===== src/rtl/mem_axi_arb_pkg.sv =====
// Shared widths, request bundle and ID tagging for the 2:1 AXI memory arbiter.
// Master index is carried in slave ID bit [AXI_MID_W].
package mem_axi_arb_pkg;

  localparam int AXI_ADDR_W = 32;
  localparam int AXI_DATA_W = 64;
  localparam int AXI_STRB_W = AXI_DATA_W / 8;
  localparam int AXI_MID_W  = 4;
  localparam int AXI_SID_W  = 6;

  localparam logic M0 = 1'b0;
  localparam logic M1 = 1'b1;

  typedef struct packed {
    logic [AXI_ADDR_W-1:0] addr;
    logic [7:0]            len;
    logic [2:0]            size;
    logic [1:0]            burst;
    logic                  lock;
    logic [3:0]            cache;
    logic [2:0]            prot;
    logic [3:0]            qos;
    logic [AXI_SID_W-1:0]  id;
  } ax_req_t;

  function automatic logic [AXI_SID_W-1:0] tag_id(
    input logic                 idx,
    input logic [AXI_MID_W-1:0] id
  );
    return {{(AXI_SID_W-AXI_MID_W-1){1'b0}}, idx, id};
  endfunction

endpackage


===== src/rtl/mem_axi_arbiter_rr_arb2.sv =====
// Two-way round-robin arbiter; priority moves to the other
// requester after every accepted grant.
module rr_arb2
  import mem_axi_arb_pkg::*;
(
  input  logic       clock,
  input  logic       reset,
  input  logic [1:0] req,
  input  logic       enable,
  input  logic       accept,
  output logic [1:0] grant
);

  logic ptr;

  always_comb begin
    grant = 2'b00;
    if (enable) begin
      if (req == 2'b11) grant = ptr ? 2'b10 : 2'b01;
      else              grant = req;
    end
  end

  always_ff @(posedge clock) begin
    if (reset)
      ptr <= M0;
    else if (accept && grant != 2'b00)
      ptr <= grant[0];
  end

endmodule


===== src/rtl/mem_axi_arbiter.sv =====
// 2:1 AXI4 arbiter in front of the DDR port: registered AR/AW slices,
// W steering locked to the last AW winner, ID-routed B/R return.
module mem_axi_arbiter
  import mem_axi_arb_pkg::*;
(
  input  logic clock,
  input  logic reset,
  input  logic m0_ar_valid, output logic m0_ar_ready,
  input  logic [AXI_MID_W-1:0]  m0_ar_id,
  input  logic [AXI_ADDR_W-1:0] m0_ar_addr,
  input  logic [7:0] m0_ar_len, input logic [2:0] m0_ar_size,
  input  logic [1:0] m0_ar_burst, input logic m0_ar_lock,
  input  logic [3:0] m0_ar_cache, input logic [2:0] m0_ar_prot,
  input  logic [3:0] m0_ar_qos,
  input  logic m1_ar_valid, output logic m1_ar_ready,
  input  logic [AXI_MID_W-1:0]  m1_ar_id,
  input  logic [AXI_ADDR_W-1:0] m1_ar_addr,
  input  logic [7:0] m1_ar_len, input logic [2:0] m1_ar_size,
  input  logic [1:0] m1_ar_burst, input logic m1_ar_lock,
  input  logic [3:0] m1_ar_cache, input logic [2:0] m1_ar_prot,
  input  logic [3:0] m1_ar_qos,
  input  logic m0_aw_valid, output logic m0_aw_ready,
  input  logic [AXI_MID_W-1:0]  m0_aw_id,
  input  logic [AXI_ADDR_W-1:0] m0_aw_addr,
  input  logic [7:0] m0_aw_len, input logic [2:0] m0_aw_size,
  input  logic [1:0] m0_aw_burst, input logic m0_aw_lock,
  input  logic [3:0] m0_aw_cache, input logic [2:0] m0_aw_prot,
  input  logic [3:0] m0_aw_qos,
  input  logic m1_aw_valid, output logic m1_aw_ready,
  input  logic [AXI_MID_W-1:0]  m1_aw_id,
  input  logic [AXI_ADDR_W-1:0] m1_aw_addr,
  input  logic [7:0] m1_aw_len, input logic [2:0] m1_aw_size,
  input  logic [1:0] m1_aw_burst, input logic m1_aw_lock,
  input  logic [3:0] m1_aw_cache, input logic [2:0] m1_aw_prot,
  input  logic [3:0] m1_aw_qos,
  input  logic m0_w_valid, output logic m0_w_ready,
  input  logic [AXI_DATA_W-1:0] m0_w_data,
  input  logic [AXI_STRB_W-1:0] m0_w_strb, input logic m0_w_last,
  input  logic m1_w_valid, output logic m1_w_ready,
  input  logic [AXI_DATA_W-1:0] m1_w_data,
  input  logic [AXI_STRB_W-1:0] m1_w_strb, input logic m1_w_last,
  output logic m0_b_valid, input logic m0_b_ready,
  output logic [AXI_MID_W-1:0] m0_b_id, output logic [1:0] m0_b_resp,
  output logic m1_b_valid, input logic m1_b_ready,
  output logic [AXI_MID_W-1:0] m1_b_id, output logic [1:0] m1_b_resp,
  output logic m0_r_valid, input logic m0_r_ready,
  output logic [AXI_MID_W-1:0]  m0_r_id,
  output logic [AXI_DATA_W-1:0] m0_r_data,
  output logic [1:0] m0_r_resp, output logic m0_r_last,
  output logic m1_r_valid, input logic m1_r_ready,
  output logic [AXI_MID_W-1:0]  m1_r_id,
  output logic [AXI_DATA_W-1:0] m1_r_data,
  output logic [1:0] m1_r_resp, output logic m1_r_last,
  output logic s_ar_valid, input logic s_ar_ready,
  output logic [AXI_SID_W-1:0]  s_ar_id,
  output logic [AXI_ADDR_W-1:0] s_ar_addr,
  output logic [7:0] s_ar_len, output logic [2:0] s_ar_size,
  output logic [1:0] s_ar_burst, output logic s_ar_lock,
  output logic [3:0] s_ar_cache, output logic [2:0] s_ar_prot,
  output logic [3:0] s_ar_qos,
  output logic s_aw_valid, input logic s_aw_ready,
  output logic [AXI_SID_W-1:0]  s_aw_id,
  output logic [AXI_ADDR_W-1:0] s_aw_addr,
  output logic [7:0] s_aw_len, output logic [2:0] s_aw_size,
  output logic [1:0] s_aw_burst, output logic s_aw_lock,
  output logic [3:0] s_aw_cache, output logic [2:0] s_aw_prot,
  output logic [3:0] s_aw_qos,
  output logic s_w_valid, input logic s_w_ready,
  output logic [AXI_DATA_W-1:0] s_w_data,
  output logic [AXI_STRB_W-1:0] s_w_strb, output logic s_w_last,
  input  logic s_b_valid, output logic s_b_ready,
  input  logic [AXI_SID_W-1:0] s_b_id, input logic [1:0] s_b_resp,
  input  logic s_r_valid, output logic s_r_ready,
  input  logic [AXI_SID_W-1:0]  s_r_id,
  input  logic [AXI_DATA_W-1:0] s_r_data,
  input  logic [1:0] s_r_resp, input logic s_r_last
);

  logic [1:0] ar_gnt, aw_gnt;
  logic       ar_en, aw_en;
  logic       ar_full, aw_full;
  ax_req_t    ar_q, aw_q, ar_in, aw_in;
  logic       w_busy, w_owner, w_done;

  // A full slice may still take a new request when it drains this cycle.
  assign ar_en = !reset && (!ar_full || s_ar_ready);
  assign w_done = w_busy && s_w_valid && s_w_ready && s_w_last;
  assign aw_en = !reset && (!aw_full || s_aw_ready)
              && (!w_busy || w_done);

  rr_arb2 u_ar_arb (
    .clock(clock), .reset(reset),
    .req({m1_ar_valid, m0_ar_valid}),
    .enable(ar_en), .accept(ar_en), .grant(ar_gnt)
  );

  rr_arb2 u_aw_arb (
    .clock(clock), .reset(reset),
    .req({m1_aw_valid, m0_aw_valid}),
    .enable(aw_en), .accept(aw_en), .grant(aw_gnt)
  );

  assign m0_ar_ready = ar_gnt[0];
  assign m1_ar_ready = ar_gnt[1];
  assign m0_aw_ready = aw_gnt[0];
  assign m1_aw_ready = aw_gnt[1];

  always_comb begin
    ar_in = '0;
    if (ar_gnt[1]) begin
      ar_in.addr  = m1_ar_addr;  ar_in.len  = m1_ar_len;
      ar_in.size  = m1_ar_size;  ar_in.burst = m1_ar_burst;
      ar_in.lock  = m1_ar_lock;  ar_in.cache = m1_ar_cache;
      ar_in.prot  = m1_ar_prot;  ar_in.qos  = m1_ar_qos;
      ar_in.id    = tag_id(M1, m1_ar_id);
    end else begin
      ar_in.addr  = m0_ar_addr;  ar_in.len  = m0_ar_len;
      ar_in.size  = m0_ar_size;  ar_in.burst = m0_ar_burst;
      ar_in.lock  = m0_ar_lock;  ar_in.cache = m0_ar_cache;
      ar_in.prot  = m0_ar_prot;  ar_in.qos  = m0_ar_qos;
      ar_in.id    = tag_id(M0, m0_ar_id);
    end
  end

  always_comb begin
    aw_in = '0;
    if (aw_gnt[1]) begin
      aw_in.addr  = m1_aw_addr;  aw_in.len  = m1_aw_len;
      aw_in.size  = m1_aw_size;  aw_in.burst = m1_aw_burst;
      aw_in.lock  = m1_aw_lock;  aw_in.cache = m1_aw_cache;
      aw_in.prot  = m1_aw_prot;  aw_in.qos  = m1_aw_qos;
      aw_in.id    = tag_id(M1, m1_aw_id);
    end else begin
      aw_in.addr  = m0_aw_addr;  aw_in.len  = m0_aw_len;
      aw_in.size  = m0_aw_size;  aw_in.burst = m0_aw_burst;
      aw_in.lock  = m0_aw_lock;  aw_in.cache = m0_aw_cache;
      aw_in.prot  = m0_aw_prot;  aw_in.qos  = m0_aw_qos;
      aw_in.id    = tag_id(M0, m0_aw_id);
    end
  end

  always_ff @(posedge clock) begin
    if (reset) begin
      ar_full <= 1'b0; ar_q <= '0;
      aw_full <= 1'b0; aw_q <= '0;
      w_busy  <= 1'b0; w_owner <= M0;
    end else begin
      if (ar_gnt != 2'b00) begin
        ar_full <= 1'b1; ar_q <= ar_in;
      end else if (s_ar_ready) begin
        ar_full <= 1'b0;
      end
      if (aw_gnt != 2'b00) begin
        aw_full <= 1'b1; aw_q <= aw_in;
        w_busy  <= 1'b1; w_owner <= aw_gnt[1];
      end else begin
        if (s_aw_ready) aw_full <= 1'b0;
        if (w_done)     w_busy  <= 1'b0;
      end
    end
  end

  assign s_ar_valid = ar_full;
  assign s_ar_id    = ar_q.id;    assign s_ar_addr  = ar_q.addr;
  assign s_ar_len   = ar_q.len;   assign s_ar_size  = ar_q.size;
  assign s_ar_burst = ar_q.burst; assign s_ar_lock  = ar_q.lock;
  assign s_ar_cache = ar_q.cache; assign s_ar_prot  = ar_q.prot;
  assign s_ar_qos   = ar_q.qos;

  assign s_aw_valid = aw_full;
  assign s_aw_id    = aw_q.id;    assign s_aw_addr  = aw_q.addr;
  assign s_aw_len   = aw_q.len;   assign s_aw_size  = aw_q.size;
  assign s_aw_burst = aw_q.burst; assign s_aw_lock  = aw_q.lock;
  assign s_aw_cache = aw_q.cache; assign s_aw_prot  = aw_q.prot;
  assign s_aw_qos   = aw_q.qos;

  assign s_w_valid = w_busy && (w_owner ? m1_w_valid : m0_w_valid);
  assign s_w_data  = w_owner ? m1_w_data : m0_w_data;
  assign s_w_strb  = w_owner ? m1_w_strb : m0_w_strb;
  assign s_w_last  = w_owner ? m1_w_last : m0_w_last;
  assign m0_w_ready = w_busy && !w_owner && s_w_ready;
  assign m1_w_ready = w_busy &&  w_owner && s_w_ready;

  logic b_sel, r_sel;
  assign b_sel = s_b_id[AXI_MID_W];
  assign r_sel = s_r_id[AXI_MID_W];

  assign m0_b_valid = s_b_valid && !b_sel;
  assign m1_b_valid = s_b_valid &&  b_sel;
  assign m0_b_id    = s_b_id[AXI_MID_W-1:0];
  assign m1_b_id    = s_b_id[AXI_MID_W-1:0];
  assign m0_b_resp  = s_b_resp;
  assign m1_b_resp  = s_b_resp;
  assign s_b_ready  = b_sel ? m1_b_ready : m0_b_ready;

  assign m0_r_valid = s_r_valid && !r_sel;
  assign m1_r_valid = s_r_valid &&  r_sel;
  assign m0_r_id    = s_r_id[AXI_MID_W-1:0];
  assign m1_r_id    = s_r_id[AXI_MID_W-1:0];
  assign m0_r_data  = s_r_data;   assign m1_r_data = s_r_data;
  assign m0_r_resp  = s_r_resp;   assign m1_r_resp = s_r_resp;
  assign m0_r_last  = s_r_last;   assign m1_r_last = s_r_last;
  assign s_r_ready  = r_sel ? m1_r_ready : m0_r_ready;

  // Slave must echo only IDs we issued; stray upper bits are still routed.
  generate
    if (AXI_SID_W > AXI_MID_W + 1) begin : g_id_chk
      a_rid: assert property (@(posedge clock) disable iff (reset)
        s_r_valid |-> s_r_id[AXI_SID_W-1:AXI_MID_W+1] == '0);
      a_bid: assert property (@(posedge clock) disable iff (reset)
        s_b_valid |-> s_b_id[AXI_SID_W-1:AXI_MID_W+1] == '0);
    end
  endgenerate

endmodule


===== config.mk =====
export PLATFORM = sky130hd
export DESIGN_NAME = mem_axi_arbiter
export DESIGN_NICKNAME = d
export VERILOG_FILES = /design/src/rtl/mem_axi_arb_pkg.sv /design/src/rtl/mem_axi_arbiter_rr_arb2.sv /design/src/rtl/mem_axi_arbiter.sv
export SDC_FILE = /design/constraint.sdc
export NUM_CORES = 1
export LEC_CHECK = 0
export ABC_AREA = 1
export CORE_AREA = 2 2 332 334
export DETAILED_ROUTE_END_ITERATION = 8
export DIE_AREA = 0 0 334 336
export PLACE_DENSITY = 0.3
export SYNTH_ARGS = -nofsm -noshare
export SYNTH_HDL_FRONTEND = slang
export SYNTH_SLANG_ARGS = --single-unit

===== constraint.sdc =====
create_clock -name clock -period 2.1 [get_ports clock]
set_clock_uncertainty 0.05 [all_clocks]
set_input_delay 0.42 -clock clock [delete_from_list [all_inputs] [get_ports clock]]
set_output_delay 0.42 -clock clock [all_outputs]
set_load 0.02 [all_outputs]

==> summary.md <==
| Metric | Value |
|---|---|
| Crit Path Class | flip-flop to output pin |
| Worst Hold Path Cells | 2 |
| Worst-path clk slew | 0.09 ns |
| Setup crit end kind | output pin |
| First-pass GRT wire length | 90.2 mm |
| Slew margin rel. | 0.502 |
| I/O Buffers | 620 |
| Final min period | 2.27 ns |
| Total wire length | 68.8 mm |
| Total CTS buffers | 17 |
| Starting Density | 0.0767 |
| Synth warn | 0 |
| Post-DP Area | 15500 um^2 |
| Total track usage | 0.117 |
| TritonRoute pass-1 iters | 4 |
| Util after Layout | 0.175 |
| # DRC | 0 |
| Via count | 10600 |
| Pwr Density | 610 nW/um^2 |
| Final setup violation count | 80 |
| Register area | 2590 um^2 |
| Drt wl/cell | 21.0 um |
| Total global routing overflow | 0 |
| Status | complete, but fails checks |
| Die height | 336 um |
| Count of cell types in the netlist | 26 |
| Fillers | 12200 |
| Peak Freq | 0.441 GHz |
| Rows | 121 |
| Peak VDD IR | 0.000653 V |
| CTS Buffer Depth | 2 |
| Synth Cell Area | 8310 um^2 |
| Min Hold Slack | 0.423 ns |
| Final hold violation count | 0 |
| Worst Hold Class | flip-flop to flip-flop |
| Most frequent cells in the layout | 520 x clkdlybuf4s50_1, 280 x nand2_1, 139 x nor2_1 |
| CP Max Fanout | 8 |
| Most common cell after layout, fill and taps aside | clkdlybuf4s50_1 |
| TritonCTS Sinks | 129 |
| Detailed-placement wirelength estimate | 50.8 mm |
| Number of synthesized flops with an enable pin | 0 |
| Arrival time at the worst endpoint | 1.80 ns |
| RD Place Congestion | 0.802 |
| Mapped Cells | 1328 |
| Critical Path RT | 1.63 ns |
| Sequential element share of the synthesized area | 0.311 |
| Nets | 2325 |
| Leak | 7.69 nW |
| Slew at the pin closest to its max-slew limit | 0.747 ns |
| Syn avg cell area | 6.26 um^2 |
| Register-to-Register Path Depth | 15 |
| Final Worst Setup Slack | -0.166 ns |
| H-tree levels | 4 |
| Most used DFF post-synth | dfxtp_1 |
| Maximum number of pins on one net before global-route repair | 63 |
| Synth Register Bits | 129 |
| Area occupied by multi-input gates | 5220 um^2 |
| Initial antenna violation count | 15 |
| Synthesis-to-layout area growth | 129% |
| Final Cell Area | 19000 um^2 |
| Final Cycle Share | 1.08 |
| Max-cap violation count | 0 |
| Async set or reset register ratio after synthesis | 0 |
| CTS Root Buffer Type | clkbuf_16 |
| Share of cells above drive strength 1 | 0.265 |
| RSZ-0062 raised after global routing | yes |
| Hold Buf Count CTS | 0 |
| CP Launch Type | flip-flop |
| Final Slew Violations | 0 |
| Clk_lat worst skew | 0.50 ns |
| Failing checks | negative setup slack |
| Number of global-route vias before repair | 11100 |
| Final ANT Viol Nets | 0 |
| Die width | 334 um |
| DRT iter0 DRCs | 358 |
| Via density | 3.24 |
| Die area | 112000 um^2 |
| IO Pins | 856 |
| CTS tree | yes |
| Core Region | 108000 um^2 |
-- per-layer routing --
layer,track usage,wire (um)
met1,0.127,26800
met2,0.201,33300
met3,0.0491,6290
met4,0.0475,2070
met5,0.00681,203
-- worst max-delay path, stage by stage, from the launching register on --
cell and delay, ns:
dfxtp_4 0.44, inv_6 0.06, buf_12 0.13, buf_12 0.15, buf_12 0.15, nor3_4 0.19, buf_6 0.16
-- Yosys cell counts (3+ instances only) --
| cell type | number | area [um^2] |
|---|---|---|
| inv_1 | 76 | 285 |
| dfxtp_1 | 129 | 2580 |
| clkbuf_1 | 66 | 248 |
| nand3_1 | 3 | 15.0 |
| nand4_1 | 61 | 382 |
| nor2_1 | 188 | 706 |
| a21oi_1 | 5 | 25.0 |
| inv_2 | 3 | 11.3 |
| nand2_1 | 473 | 1780 |
| nor3_1 | 63 | 315 |
| buf_1 | 4 | 15.0 |
| buf_2 | 23 | 115 |
| buf_4 | 157 | 1180 |
| o221ai_1 | 61 | 534 |
-- per-stage QoR --
step	worst slack (ns)	setup TNS [ns]	cells	power (mW)
floorplan	0.150	0	1329	4.82
detailed placement	-0.653	-59.02	3164	6.90
global route	-0.247	-15.78	3267	12.2
CTS	-0.255	-15.51	3259	11.6
global placement	-0.700	-59.79	3164	6.90
finish	-0.166	-4.65	3270	11.6
-- kinds of logic after synthesis --
group | share of synthesized area
and+or+nand+nor | 0.387
other | 0.000451
DFF | 0.311
muxes | 0.00271
AOI/OAI and AO/OA | 0.0757
buffers and inverters | 0.224
-- sequential cells by signal (all words and copies together) (netlist names) --
signal / flops
w_busy: 1
s_ar_burst: 2
s_ar_id: 5
s_ar_addr: 32
s_aw_prot: 3
s_aw_qos: 4
s_ar_prot: 3
s_ar_cache: 4
s_aw_size: 3
s_aw_id: 5
s_ar_valid: 1
u_ar_arb.ptr: 1
s_ar_lock: 1
s_aw_addr: 32
u_aw_arb.ptr: 1
s_aw_lock: 1
s_aw_valid: 1
s_ar_len: 8
s_aw_len: 8
s_aw_cache: 4
s_ar_size: 3
s_aw_burst: 2
s_ar_qos: 4
-- area by class of cell --
class	count	area share
antenna	7	0.000921
clock buffer	19	0.0233
clock inverter	12	0.0121
inverter	81	0.0165
multi-input combinational	869	0.274
sequential	129	0.136
tap	1414	0.0931
timing repair buffer	739	0.444
-- power breakdown --
| part | internal, mW | leakage, nW | switching (mW) |
|---|---|---|---|
| Combinational | 2.52 | 6.30 | 2.54 |
| Sequential | 2.70 | 1.07 | 0.150 |
| Clock | 2.26 | 0.320 | 1.43 |
-- worst paths after layout --
kind	start	to	slack, ns
worst max-delay path	s_aw_id[4]	m1_w_ready	-0.17
worst max register to register	s_aw_id[4]	s_aw_addr[3]	-0.04
worst min-delay path	u_aw_arb.ptr	u_aw_arb.ptr	0.42
worst min register to register	u_aw_arb.ptr	u_aw_arb.ptr	0.42
-- repair_timing --
action,CTS,global route
setup endpoints to repair,158,137
gates cloned,24,6
resized for setup,487,199
pin swaps,76,86
setup buffers,41,9
hold endpoints to repair,0,0
(Power assumes the default switching activity.)
